File: src/rtl/ctrl_pkg.sv
// Shared encodings for the multicycle MIPS controller: FSM states, opcode/funct
// values, ULA operation codes, operand/PC mux selects and the control word.
package ctrl_pkg;

    typedef enum logic [3:0] {
        FETCH   = 4'd0,
        DECODE  = 4'd1,
        MEMADR  = 4'd2,
        MEMRD   = 4'd3,
        MEMWB   = 4'd4,
        MEMWR   = 4'd5,
        EXECUTE = 4'd6,
        ALUWB   = 4'd7,
        BRANCH  = 4'd8,
        ADDIEX  = 4'd9,
        ADDIWB  = 4'd10,
        JUMP    = 4'd11
    } state_t;

    localparam logic [5:0] OP_RTYPE = 6'b000000;
    localparam logic [5:0] OP_LW    = 6'b100011;
    localparam logic [5:0] OP_SW    = 6'b101011;
    localparam logic [5:0] OP_BEQ   = 6'b000100;
    localparam logic [5:0] OP_ADDI  = 6'b001000;
    localparam logic [5:0] OP_J     = 6'b000010;

    localparam logic [5:0] FUNCT_ADD = 6'b100000;
    localparam logic [5:0] FUNCT_SUB = 6'b100010;
    localparam logic [5:0] FUNCT_AND = 6'b100100;
    localparam logic [5:0] FUNCT_OR  = 6'b100101;
    localparam logic [5:0] FUNCT_SLT = 6'b101010;

    localparam logic [2:0] ULA_ADD = 3'b010;
    localparam logic [2:0] ULA_SUB = 3'b110;
    localparam logic [2:0] ULA_AND = 3'b000;
    localparam logic [2:0] ULA_OR  = 3'b001;
    localparam logic [2:0] ULA_SLT = 3'b111;

    localparam logic [1:0] SRCB_REGB   = 2'b00;
    localparam logic [1:0] SRCB_FOUR   = 2'b01;
    localparam logic [1:0] SRCB_IMM    = 2'b10;
    localparam logic [1:0] SRCB_IMM_SH = 2'b11;

    localparam logic [1:0] PCSRC_ULA    = 2'b00;
    localparam logic [1:0] PCSRC_ALUOUT = 2'b01;
    localparam logic [1:0] PCSRC_JUMP   = 2'b10;

    // Raw per-state control; PCEn is derived from pcwrite/branch at the top level.
    typedef struct packed {
        logic       iord;
        logic       memwrite;
        logic       irwrite;
        logic       regdst;
        logic       memtoreg;
        logic       regwrite;
        logic       ulasrca;
        logic [1:0] ulasrcb;
        logic [2:0] ulacontrol;
        logic [1:0] pcsrc;
        logic       pcwrite;
        logic       branch;
        logic       instr_done;
        logic       illegal_instr;
    } ctrl_t;

    function automatic logic is_mem_op(input logic [5:0] op);
        return (op == OP_LW) || (op == OP_SW);
    endfunction

endpackage

File: src/rtl/ula_funct_decoder.sv
// Combinational R-type Funct decoder: yields the ULA operation and whether the
// Funct field is one the controller supports.
module ula_funct_decoder
    import ctrl_pkg::*;
(
    input  logic [5:0] funct,
    output logic [2:0] ula_control,
    output logic       legal
);

    // NOTE: every output gets a default before the case so no latch is inferred.
    always_comb begin
        ula_control = ULA_ADD;
        legal       = 1'b1;
        case (funct)
            FUNCT_ADD: ula_control = ULA_ADD;
            FUNCT_SUB: ula_control = ULA_SUB;
            FUNCT_AND: ula_control = ULA_AND;
            FUNCT_OR:  ula_control = ULA_OR;
            FUNCT_SLT: ula_control = ULA_SLT;
            default:   legal       = 1'b0;
        endcase
    end

endmodule

File: src/rtl/multicycle_control_fsm.sv
// Multicycle MIPS sequencing controller: steps the shared datapath through
// fetch/decode/execute/memory/writeback, stalling on the memory handshake.
module multicycle_control_fsm
    import ctrl_pkg::*;
(
    input  logic       clk,
    input  logic       reset,
    input  logic [5:0] OP,
    input  logic [5:0] Funct,
    input  logic       Zero,
    input  logic       mem_ready,
    output logic       IorD,
    output logic       MemWrite,
    output logic       IRWrite,
    output logic       RegDst,
    output logic       MemtoReg,
    output logic       RegWrite,
    output logic       ULASrcA,
    output logic [1:0] ULASrcB,
    output logic [2:0] ULAControl,
    output logic [1:0] PCSrc,
    output logic       PCEn,
    output logic       instr_done,
    output logic       illegal_instr
);

    state_t     state;
    state_t     next_state;
    ctrl_t      ctrl;
    ctrl_t      ctrl_out;
    logic [2:0] funct_ula;
    logic       funct_legal;

    ula_funct_decoder u_funct_dec (
        .funct       (Funct),
        .ula_control (funct_ula),
        .legal       (funct_legal)
    );

    // NOTE: sequential state uses non-blocking assignment; reset is synchronous.
    always_ff @(posedge clk) begin
        if (reset) state <= FETCH;
        else       state <= next_state;
    end

    always_comb begin
        next_state = FETCH;
        ctrl       = '0;
        case (state)
            FETCH: begin
                ctrl.ulasrcb    = SRCB_FOUR;
                ctrl.ulacontrol = ULA_ADD;
                ctrl.pcsrc      = PCSRC_ULA;
                ctrl.irwrite    = mem_ready;
                ctrl.pcwrite    = mem_ready;
                next_state      = mem_ready ? DECODE : FETCH;
            end
            DECODE: begin
                ctrl.ulasrcb    = SRCB_IMM_SH;
                ctrl.ulacontrol = ULA_ADD;
                if (is_mem_op(OP)) begin
                    next_state = MEMADR;
                end else begin
                    case (OP)
                        OP_RTYPE: begin
                            if (funct_legal) begin
                                next_state = EXECUTE;
                            end else begin
                                ctrl.illegal_instr = 1'b1;
                                next_state         = FETCH;
                            end
                        end
                        OP_BEQ:  next_state = BRANCH;
                        OP_ADDI: next_state = ADDIEX;
                        OP_J:    next_state = JUMP;
                        default: begin
                            ctrl.illegal_instr = 1'b1;
                            next_state         = FETCH;
                        end
                    endcase
                end
            end
            MEMADR: begin
                ctrl.ulasrca    = 1'b1;
                ctrl.ulasrcb    = SRCB_IMM;
                ctrl.ulacontrol = ULA_ADD;
                next_state      = (OP == OP_LW) ? MEMRD : MEMWR;
            end
            MEMRD: begin
                ctrl.iord  = 1'b1;
                next_state = mem_ready ? MEMWB : MEMRD;
            end
            MEMWB: begin
                ctrl.memtoreg   = 1'b1;
                ctrl.regwrite   = 1'b1;
                ctrl.instr_done = 1'b1;
                next_state      = FETCH;
            end
            MEMWR: begin
                // The strobe is held while memory stalls; only the ready cycle is accepted.
                ctrl.iord       = 1'b1;
                ctrl.memwrite   = 1'b1;
                ctrl.instr_done = mem_ready;
                next_state      = mem_ready ? FETCH : MEMWR;
            end
            EXECUTE: begin
                ctrl.ulasrca    = 1'b1;
                ctrl.ulasrcb    = SRCB_REGB;
                ctrl.ulacontrol = funct_ula;
                next_state      = ALUWB;
            end
            ALUWB: begin
                ctrl.regdst     = 1'b1;
                ctrl.regwrite   = 1'b1;
                ctrl.instr_done = 1'b1;
                next_state      = FETCH;
            end
            BRANCH: begin
                ctrl.ulasrca    = 1'b1;
                ctrl.ulasrcb    = SRCB_REGB;
                ctrl.ulacontrol = ULA_SUB;
                ctrl.pcsrc      = PCSRC_ALUOUT;
                ctrl.branch     = 1'b1;
                ctrl.instr_done = 1'b1;
                next_state      = FETCH;
            end
            ADDIEX: begin
                ctrl.ulasrca    = 1'b1;
                ctrl.ulasrcb    = SRCB_IMM;
                ctrl.ulacontrol = ULA_ADD;
                next_state      = ADDIWB;
            end
            ADDIWB: begin
                ctrl.regwrite   = 1'b1;
                ctrl.instr_done = 1'b1;
                next_state      = FETCH;
            end
            JUMP: begin
                ctrl.pcsrc      = PCSRC_JUMP;
                ctrl.pcwrite    = 1'b1;
                ctrl.instr_done = 1'b1;
                next_state      = FETCH;
            end
            default: begin
                ctrl       = '0;
                next_state = FETCH;
            end
        endcase
    end

    // Reset masks the whole control word so an aborted instruction writes nothing.
    assign ctrl_out = reset ? '0 : ctrl;

    assign IorD          = ctrl_out.iord;
    assign MemWrite      = ctrl_out.memwrite;
    assign IRWrite       = ctrl_out.irwrite;
    assign RegDst        = ctrl_out.regdst;
    assign MemtoReg      = ctrl_out.memtoreg;
    assign RegWrite      = ctrl_out.regwrite;
    assign ULASrcA       = ctrl_out.ulasrca;
    assign ULASrcB       = ctrl_out.ulasrcb;
    assign ULAControl    = ctrl_out.ulacontrol;
    assign PCSrc         = ctrl_out.pcsrc;
    assign PCEn          = ctrl_out.pcwrite | (ctrl_out.branch & Zero);
    assign instr_done    = ctrl_out.instr_done;
    assign illegal_instr = ctrl_out.illegal_instr;

endmodule

File: config.mk
export PLATFORM = sky130hd
export DESIGN_NAME = multicycle_control_fsm
export DESIGN_NICKNAME = d
export VERILOG_FILES = /design/src/rtl/ctrl_pkg.sv /design/src/rtl/ula_funct_decoder.sv /design/src/rtl/multicycle_control_fsm.sv
export SDC_FILE = /design/constraint.sdc
export NUM_CORES = 1
export LEC_CHECK = 0
export CAP_MARGIN = 10
export CORE_AREA = 10 10 65 67
export DETAILED_ROUTE_END_ITERATION = 8
export DIE_AREA = 0 0 75 77
export SETUP_SLACK_MARGIN = 0.05
export SLEW_MARGIN = 25
export SYNTH_ARGS = -nofsm -noshare
export SYNTH_HDL_FRONTEND = slang
export SYNTH_SLANG_ARGS = --single-unit
File: constraint.sdc
create_clock -name clk -period 3.8 [get_ports clk]
set_input_delay 1.14 -clock clk [delete_from_list [all_inputs] [get_ports clk]]
set_output_delay 1.14 -clock clk [all_outputs]
set_load 0.02 [all_outputs]
==> metrics.txt <==
Peak VDD IR 0.06276 mV; Post-synth EDFFs 0; Clock Skew 0.001928 ns; measured slew at the worst slew-check pin 0.5583 ns; Post-Syn Nets 119; Final min period 3.663 ns; maximum number of pins on one net before global-route repair 16; clock sink count 4; worst hold slack 0.6095 ns; via count 923; crit start category input pin; met1 usage 10.27%; status finished clean; DIE AREA 5775 µm²; chip height 77 µm; CTS HTree Levels 1; Worst Path Required 2.66 ns; share of cells above drive strength 1 23.65%; largest family of logic cells by synthesized area simple AND/OR/NAND/NOR gates; placed cell area 1174 µm²; number of endpoints failing setup at the final stage 0; Leakage Power 0.4779 nW; GRT busiest layer met2; gpl congestion 0.7998; simple-gate portion of the synthesized area 47.22%; max-slew violations 0; clk slew on worst S/H paths 0.04 ns; xor/xnor cell area share of the yosys netlist 2.431%; met2 Use GR 15.02%; worst endpoint data arrival time 2.52 ns; row cnt 20; IO Count 33; final WL 2579 µm; worst rel slew slack 62.73%; Area Overhead vs Synth 67.19%; final net count 166; CTS tree built; Initial Util 24.20%; grt total ovfl 0; Seq cells post-synth 4; final non-filler cell total 181; fin area 1205 µm²; largest register by flop count state; Pre-Repair DR Iteration Count 4; Cell Area, Synth 720.7 µm²; Compound-Gate Fraction of Synth Area 29.69%; RSZ-0062 raised after global routing false; Final HPWL DP 2141 µm; post-DR vias/cell 5.099; WL per Instance 14.25 µm; Async SR Flop Fraction 0%; DRC violations left 0; Antenna Cells 0; adder-cell share of the synthesized area 0%; CP max FO 3; final hold vios 0; max-cap violation count 0; Avg Cell Area, Syn 6.997 µm²; global routing usage on met3 3.346%; fmax 0.2730 GHz; Buffers on Ports 32; mux share of post-synthesis cell area 1.389%; Cell variety after synth 44; Syn Inst Count 103; Critical Path Sink Type output port; Max clock buf depth 2; YS warnings 0; die width 75 µm; part of the cycle the worst path needs 96.38%; Tot GR Track Use 9.056%; CTS Root Cell clkbuf_4; clock buffer count from CTS 3; Crit Path Class in -> out; initial antenna violation count 0; max FFs per register 4; total core area 2978 µm²; DRT iter0 DRCs 91; placed cells 178; DRT antenna net count 0; pwr/cell area 138.1 nW/µm²; post-synthesis sequential area ratio 11.11%; Clk Latency, worst-skew pair 0.23 ns; Top FF cell, synth dfxtp_1; Setup Buffers After CTS 0; vias in the first global route 933; first-pass GRT wire length 4305 µm; largest registers state: 4 flops; class of the worst hold path reg -> reg
## critical path: stages
cell and delay (ns):
clkdlybuf4s50_1 0.49, xor2_1 0.21, a32o_1 0.25, nor4b_2 0.22, clkbuf_2 0.21
## placed cells by master (no fill, tap or decap), types with 4 or more instances in the layout
master,n
clkdlybuf4s50_1,20
buf_4,18
nor2_1,13
a21oi_1,8
dlygate4sd2_1,8
nand2b_1,6
nand2_1,6
nor3_1,4
nand3b_1,4
o21ai_0,4
dfxtp_1,4
## repair_timing
action,CTS,global route
cloned,0,0
endpoints found under the setup margin,16,4
hold buffers,0,0
gates resized for setup,18,9
pin swaps,2,0
## path summary, 6_finish.rpt
| kind | from | end | slack (ns) | cells past startpoint |
|---|---|---|---|---|
| setup / recovery | OP[1] | illegal_instr | 0.14 | 5 |
| hold / removal | state[0] | state[1] | 0.61 | 2 |
| setup reg to reg | state[1] | state[2] | 2.20 | 4 |
| hold reg to reg | state[0] | state[1] | 0.61 | 2 |
## area by class of cell
cell class                      count  area, µm²
Fill cell                         329       1773
Inverter                            4      15.01
Multi-Input combinational cell     87      613.1
Sequential cell                     4      80.08
Timing Repair Buffer               50      432.9
Tap cell                           33      41.29
Clock buffer                        3      22.52
## Yosys cell counts, types with 3 or more instances
cell	number	share of area (%)
inv_1	3	1.6
nor2b_1	3	2.6
buf_2	5	3.5
dfxtp_1	4	11
nor3_1	4	2.8
nand2_1	6	3.1
nor4_1	4	3.5
o21ai_0	4	2.8
a211oi_1	3	3.1
a21oi_1	8	5.6
nand3b_1	4	4.2
nand2b_1	6	5.2
nor2_1	13	6.8
## through the flow
stage | worst slack [ns] | utilization, % | TNS, ns | power, mW
after global placement | -0.2875 | 39.41 | -2.071 | 0.1145
after global routing | 0.05214 | 40.46 | 0 | 0.1812
after floorplan | 0.4002 | - | 0 | 0.07254
after detailed placement | -0.2939 | 39.41 | -2.050 | 0.1155
after CTS | 0.02621 | 40.38 | 0 | 0.1684
final | 0.1375 | 40.46 | 0 | 0.1664
## logic make-up after synthesis
logic type / after synthesis
muxes: 1
and+or+nand+nor: 54
DFF: 4
AOI/OAI and AO/OA: 30
buffers and inverters: 12
xor gates and xnor gates: 2
## metal layers
| layer | vias to the layer above | part of all wire (%) |
|---|---|---|
| met2 | 22 | 49 |
| met1 | 423 | 42 |
| met4 | 0 | 0.35 |
| met3 | 2 | 8.2 |
| met5 | - | 0 |
| li1 | 476 | - |
## power breakdown
| part | total [mW] | switching [mW] | internal (mW) | leakage, nW |
|---|---|---|---|---|
| Clock | 0.0512 | 0.0160 | 0.0352 | 0.0138 |
| Sequential | 0.0447 | 0.00160 | 0.0431 | 0.0325 |
| Combinational | 0.0705 | 0.0325 | 0.0379 | 0.432 |
| Total | 0.166 | 0.0501 | 0.116 | 0.478 |
No activity file was read; power rests on OpenSTA's default activity.
